<file path="config.mk">
export PLATFORM = sky130hd
export DESIGN_NAME = seven_seg_scanner
export DESIGN_NICKNAME = d
export VERILOG_FILES = /design/src/rtl/seven_seg_pkg.sv /design/src/rtl/seg_hex_decoder.sv /design/src/rtl/seven_seg_scanner.sv
export SDC_FILE = /design/constraint.sdc
export NUM_CORES = 1
export LEC_CHECK = 0
export CAP_MARGIN = 40
export CORE_MARGIN = 3
export CORE_UTILIZATION = 39
export DETAILED_ROUTE_END_ITERATION = 8
export PLACE_DENSITY = 0.66
export SLEW_MARGIN = 20
export SYNTH_ARGS = -nofsm -noshare
export SYNTH_HDL_FRONTEND = slang
export SYNTH_HIERARCHICAL = 1
export SYNTH_SLANG_ARGS = --single-unit
</file>
<file path="constraint.sdc">
create_clock -name clk -period 3.1 [get_ports clk]
set_input_delay 0.465 -clock clk [delete_from_list [all_inputs] [get_ports clk]]
set_output_delay 0.465 -clock clk [all_outputs]
set_load 0.01 [all_outputs]
</file>
<file path="src/rtl/seven_seg_pkg.sv">
// seven_seg_pkg: segment patterns (active-low, g..a) and blank code shared by the scanner and its decoder
package seven_seg_pkg;
    typedef logic [6:0] segT;
    localparam segT SEG_BLANK = 7'h7F;
    localparam logic [15:0][6:0] SEG_TABLE = {
        7'b0001110, 7'b0000110, 7'b0100001, 7'b1000110,
        7'b0000011, 7'b0001000, 7'b0010000, 7'b0000000,
        7'b1111000, 7'b0000010, 7'b0010010, 7'b0011001,
        7'b0110000, 7'b0100100, 7'b1111001, 7'b1000000
    };
    function automatic segT hexToSeg(input logic [3:0] nibble);
        return SEG_TABLE[nibble];
    endfunction
endpackage

</file>
<file path="src/rtl/seg_hex_decoder.sv">
// seg_hex_decoder: combinational hex nibble to active-low seven-segment pattern
module seg_hex_decoder
    import seven_seg_pkg::*;
(
    input  logic [3:0] nibble,
    output segT        seg
);
    assign seg = hexToSeg(nibble);
endmodule

</file>
<file path="src/rtl/seven_seg_scanner.sv">
// seven_seg_scanner: multiplexed hex display driver with frame-aligned shadow commit
// Define SEVEN_SEG_BLANK_EN to blank leading zero digits.
module seven_seg_scanner
    import seven_seg_pkg::*;
#(
    parameter int NUM_DIGITS = 4,
    parameter int DIV_COUNT  = 50000
) (
    input  logic                    clk,
    input  logic                    rst_n,
    input  logic [4*NUM_DIGITS-1:0] data_in,
    input  logic [NUM_DIGITS-1:0]   dp_in,
    input  logic                    load,
    input  logic                    enable,
    output logic                    pending,
    output logic [6:0]              cat_out,
    output logic                    dp_out,
    output logic [NUM_DIGITS-1:0]   an_out
);
    localparam int CW = $clog2(DIV_COUNT);
    localparam int IW = $clog2(NUM_DIGITS);

    logic [CW-1:0]           divCnt;
    logic [IW-1:0]           digitIdx;
    logic                    tick;
    logic                    frameEnd;
    logic [4*NUM_DIGITS-1:0] activeData;
    logic [4*NUM_DIGITS-1:0] shadowData;
    logic [NUM_DIGITS-1:0]   activeDp;
    logic [NUM_DIGITS-1:0]   shadowDp;
    logic [NUM_DIGITS-1:0]   blankMask;
    segT                     segCode;

    assign tick     = divCnt == CW'(DIV_COUNT - 1);
    assign frameEnd = tick && digitIdx == IW'(NUM_DIGITS - 1);

    seg_hex_decoder uDecoder (
        .nibble (activeData[digitIdx*4 +: 4]),
        .seg    (segCode)
    );

`ifdef SEVEN_SEG_BLANK_EN
    always_comb begin
        logic allZero;
        allZero   = 1'b1;
        blankMask = '0;
        for (int i = NUM_DIGITS - 1; i >= 1; i--) begin
            allZero      = allZero && activeData[4*i +: 4] == 4'h0;
            blankMask[i] = allZero && !activeDp[i];
        end
    end
`else
    assign blankMask = '0;
`endif

    // digitIdx names the slot shown at the next tick, so the first tick after reset shows digit 0
    always_ff @(posedge clk or negedge rst_n) begin
        if (!rst_n) begin
            divCnt   <= '0;
            digitIdx <= '0;
        end else begin
            divCnt <= tick ? '0 : divCnt + 1'b1;
            if (tick)
                digitIdx <= frameEnd ? '0 : digitIdx + 1'b1;
        end
    end

    always_ff @(posedge clk or negedge rst_n) begin
        if (!rst_n) begin
            activeData <= '0;
            activeDp   <= '0;
            shadowData <= '0;
            shadowDp   <= '0;
            pending    <= 1'b0;
        end else begin
            if (load) begin
                shadowData <= data_in;
                shadowDp   <= dp_in;
            end
            if (frameEnd) begin
                activeData <= load ? data_in : shadowData;
                activeDp   <= load ? dp_in : shadowDp;
                pending    <= 1'b0;
            end else if (load) begin
                pending <= 1'b1;
            end
        end
    end

    always_ff @(posedge clk or negedge rst_n) begin
        if (!rst_n) begin
            an_out  <= '1;
            cat_out <= SEG_BLANK;
            dp_out  <= 1'b1;
        end else if (!enable) begin
            an_out  <= '1;
            cat_out <= SEG_BLANK;
            dp_out  <= 1'b1;
        end else if (tick) begin
            an_out  <= blankMask[digitIdx] ? '1 : ~(NUM_DIGITS'(1) << digitIdx);
            cat_out <= blankMask[digitIdx] ? SEG_BLANK : segCode;
            dp_out  <= blankMask[digitIdx] || !activeDp[digitIdx];
        end
    end
endmodule

</file>
# After elaboration in Yosys (flattened, before gate mapping)
# Memory sizes are Yosys's and may differ from the RTL's.
# Cells that the tools add are included.
# word_totals
reg_bits,71
latch_bits,0
ramBits,0
rom_bits,112
out_inout_bits,13
memories,1
# memory_table
memory,depth,word_bits,read_ports,rd_clocked_by_memory_dff,write_ports,line_no,text
(name not given),16,7,1,0,0,seven_seg_pkg.sv:12,return SEG_TABLE[nibble];
# op_classes
addsub,2
mul,0
n_div,0
magnitude_cmp,2
eq_ne,3
shifts,2
n_mux,19
bitwise,1
reduce_logical,4
# ops
op,count
$mux W16,2
$mux W7,4
$add A16 B1 Y16 const B,1
$eq A16 B16 Y1 const B,1
$mux W4,4
$shiftx A16 B5 Y4,1
$mux W1,6
$lt A4 B5 Y1 const B,1
$bmux W1 S2,2
$not A4 Y4,1
$shl A1 B2 Y4 const A,1
$lt A2 B3 Y1 const B,1
$add A2 B1 Y2 const B,1
$eq A2 B2 Y1 const B,1
$mux W2,1
$ne A2 B1 Y1 const B,1
$reduce_bool A2 Y1,1
$logic_and A1 B1 Y1,1
$logic_not A1 Y1,1
$logic_or A1 B1 Y1,1

# Longest topological paths before layout
# logic_depth
word_depth,6
depth_mapped,9
mapped_depth_nobuf,8

# Modules after synthesis
# The synthesis kept the hierarchy.
# modules_own_cells
module,n_inst,cells_each,area_each_um2,seq_area_each_um2
seven_seg_scanner,1,222,3016.6,1791.7
seg_hex_decoder,1,31,261.5,0.0

# Worst setup path before layout
# Ideal clock, no wire load.
# synth_timing
path_kind,register to register
startpoint,register digitIdx[0]
endpoint,register cat_out[3]
arrival_ps,2268
setup_slack_ps,743
path_stages_with_launch,9
synth_period_minus_slack_ps,2357
path_cell_list,dfrtp_1 -> clkbuf_1 -> mux4_2 -> inv_1 -> ha_1 -> inv_1 -> mux4_1 -> mux2i_1 -> nand2_1
# synth_between
elab_chain_cells,6
word_cells_on_any_way,8
classes_between,shift: 1; mux: 6; memory: 1
# synth_lines
item,line_no,text
from (decl),seven_seg_scanner.sv:24,logic [IW-1:0] digitIdx;
from (signal assigned),seven_seg_scanner.sv:64,digitIdx <= frameEnd ? '0 : digitIdx + 1'b1;
$shiftx A16 B5 Y4,seven_seg_scanner.sv:38,".nibble (activeData[digitIdx*4 +: 4]),"
$mem_v2 Z16 W7,-,
$mux W7 (not written as such),seven_seg_pkg.sv:12,
via segCode[3],seven_seg_scanner.sv:32,segT segCode;
$mux W7,seven_seg_scanner.sv:101,cat_out <= blankMask[digitIdx] ? SEG_BLANK : segCode;
$mux W7,seven_seg_scanner.sv:99,end else if (tick) begin
$mux W7,seven_seg_scanner.sv:95,end else if (!enable) begin
to (signal assigned),seven_seg_scanner.sv:101,
to (decl),seven_seg_scanner.sv:16,"output logic [6:0] cat_out,"
# The timed path passes the listed nets, and every way through them passes these cells. The select of a mux whose other input is x is not followed.
# A chain may end at the register's enable or synchronous reset.

# Worst setup path in the final report
# Same ends and word-level chain as after synthesis.

==> reports/metrics.cfg <==
[synth]
yosysTopAreaCellShare = 0.450
ys_ff_latch = 71
synth_area_leaders = dfrtp_1 (45%), dfstp_2 (9.6%), mux2_2 (7.9%)
synth_fp_nets = 289
ys_seq_area_frac = 0.547
synth_warnings = 6
synth_top_area_cell = dfrtp_1
async_flop_share = 1.00
synth_edf_count = 0
netlist_area_mm2 = 0.00328
synth_cell_type_count = 34
synthFlopType = dfrtp_1
syn_avg_cell_area_um2 = 13.0
syn_inst = 253

[worst_setup_path]
cp_num_buf_inv = 2
critical_path.cell_chain = mux4_2 > inv_1 > ha_1 > inv_1 > mux4_1 > mux2i_1 > nand2_1
startpoint_type = flop
crit_path_end_kind = flop
crit_slowest_cell = mux4_2
critical_path_peak_fanout = 9
worstPathRequired_ns = 3.37
cp_common_cell = inv_1
arrival_ns = 2.64
crit_type = flop to flop
r2r_cells = 7
slowest_delay_ns = 0.64
critPathTopFamily = multiplexers
crit_cells = 7
ff2ff_setup_slack_ns = 0.73
reg2reg_to = cat_out[3]
reg2reg_from = digitIdx[0]

[finish]
fill_cells = 707
syn2layout_area_growth_pct = 21.5
stdcell_count = 401
antenna_cells = 0
fin_nets = 330
drive_above_1_share = 0.214

[clock_tree]
cts.repair.resized = 0
cts.sinks = 71
holdBufCountCts = 0
insertion_delay_ns = 0.35
root_buffer = clkbuf_8
cts_made_buffers = 9
path_clk_slew_ns = 0.08
cts_tree = yes
cts_max_level = 3
cts.path.max_buffers = 2
cts_setup_buffers = 0

[floorplanning]
chipWidth_um = 97.7
core_mm2 = 0.00793
die_y_um = 97.7
placementRows = 32
dieArea_mm2 = 0.00954
io_pins = 37
start_util = 0.414

[sta]
hold_ws_ns = 0.130
fmax_mhz = 421
skew_ns = 0.00755
fin_crit_ns = 2.37
rsz0062_at_grt = false
slew-limit-headroom = 0.713
timing.final.crit_share = 0.766
hold_viol_final = 0
tns_ns = 0
drv_slew = 0
worstMarginPinSlew_ns = 0.430
setup_viol = 0

[pwr]
ir_worst_vdd_mv = 0.204
power_leakage_uw = 0.00169
power_density_mw_per_mm2 = 476

[drt]
drt-initial-drc-count = 66
drc = 0
antenna_left = 0
via_per_inst = 4.91
routed_wl_mm = 5.60
avgRoutedWirePerCell_um = 14.0
via_count = 1967
drt_first_pass_iters = 5

[global_routing]
grt_overflow = 0
grt_pass1_vias = 2040
grt_use_total = 0.131
grt_max_degree = 40
grt_pass1_wl_mm = 9.94
antenna_found_initial = 0

[placement]
dp_hpwl_mm = 3.89
place.gp.congestion = 0.733
dp.cells = 385
port_buffers = 36

[status]
outcome = finished clean

[flow_run]
maxCapViolCount = 0

[hold_path]
worst_hold_path_type = input port to asynchronous set/reset pin

[synth_stat cells, types with 2 or more instances]
cell type	count
dfstp_2	12
nand3_1	7
buf_6	2
and2_1	5
mux2_1	18
clkbuf_1	4
ha_1	12
xnor2_1	6
nand4_1	2
mux4_2	5
o21ai_0	13
dfrtp_1	59
nor2_1	20
xor2_1	5
nand2b_1	2
buf_2	3
nand2_1	15
or3_1	5
mux2_2	23
mux2i_1	13
inv_1	6
nor3_1	3
buf_4	2
[cell families after synthesis]
group	after synthesis	share of synthesized area
and+or+nand+nor	65	0.100
buffers and inverters	18	0.0286
adders and majority gates	12	0.0458
muxes	60	0.223
xor gates and xnor gates	11	0.0294
AOI/OAI and AO/OA	16	0.0267
DFF	71	0.547
[cells in the final DEF (no fill, tap or decap), drive strengths merged, types with 2 or more instances in the layout]
master / n
dfrtp: 59
mux2: 41
clkdlybuf4s50: 35
nor2: 20
nand2: 15
o21ai: 13
mux2i: 13
ha: 12
dfstp: 12
clkbuf: 10
inv: 8
nand3: 7
xnor2: 6
mux4: 6
buf: 6
or3: 5
xor2: 5
and2: 5
nor3: 3
nand4: 2
nand2b: 2
bufinv: 2
clkinvlp: 2
[how the worst max path moves through the flow]
stage	start	to	slack, ns
after floorplan	digitIdx[0]	cat_out[3]	0.74
after global placement	digitIdx[0]	cat_out[3]	0.79
after detailed placement	digitIdx[0]	cat_out[3]	0.71
after CTS	digitIdx[0]	cat_out[3]	0.70
after global routing	digitIdx[0]	cat_out[3]	0.53
final	digitIdx[0]	cat_out[3]	0.73
[per-layer routing]
metal | up-vias | wire (um) | global-route usage | part of all wire
met5 | - | 0 | 0 | 0
met4 | 0 | 117 | 0.0671 | 0.021
met3 | 8 | 263 | 0.0431 | 0.047
met2 | 40 | 2460 | 0.184 | 0.44
met1 | 957 | 2760 | 0.181 | 0.49
li1 | 962 | - | - | -
[through the flow]
stage / instance area (um^2) / util / total power [uW] / setup slack (ns)
5_1_grt: 3980 / 0.502 / 1970 / 0.529
3_5_place_dp: 3750 / 0.473 / 1070 / 0.707
6_report: 3980 / 0.502 / 1890 / 0.726
3_3_place_gp: 3730 / 0.471 / 1070 / 0.787
2_1_floorplan: 3280 / - / 1010 / 0.743
4_1_cts: 3980 / 0.502 / 1920 / 0.696
[power breakdown]
group,total (uW),internal [uW],switching (uW),leakage (uW)
sequential,958,952,5.89,0.000886
clock,843,479,364,0.000109
combinational,93.3,52.6,40.7,0.000700
[final cells by class]
type                    instances  area [um^2]  share of cell area
clock buffers                  10          138              0.0346
clock inverters                 6         92.6              0.0232
inverters                       7         26.3             0.00660
multi-input cells             164         1400               0.352
flip-flops and latches         71         1790               0.450
well taps                     102          128              0.0320
repair buffers                 41          405               0.102
[state kept, by name (all words and copies together), names as in the netlist]
signal      count
activeData     16
activeDp        4
an_out          4
cat_out         7
digitIdx        2
divCnt         16
dp_out          1
pending         1
shadowData     16
shadowDp        4
(Power assumes the default switching activity.)
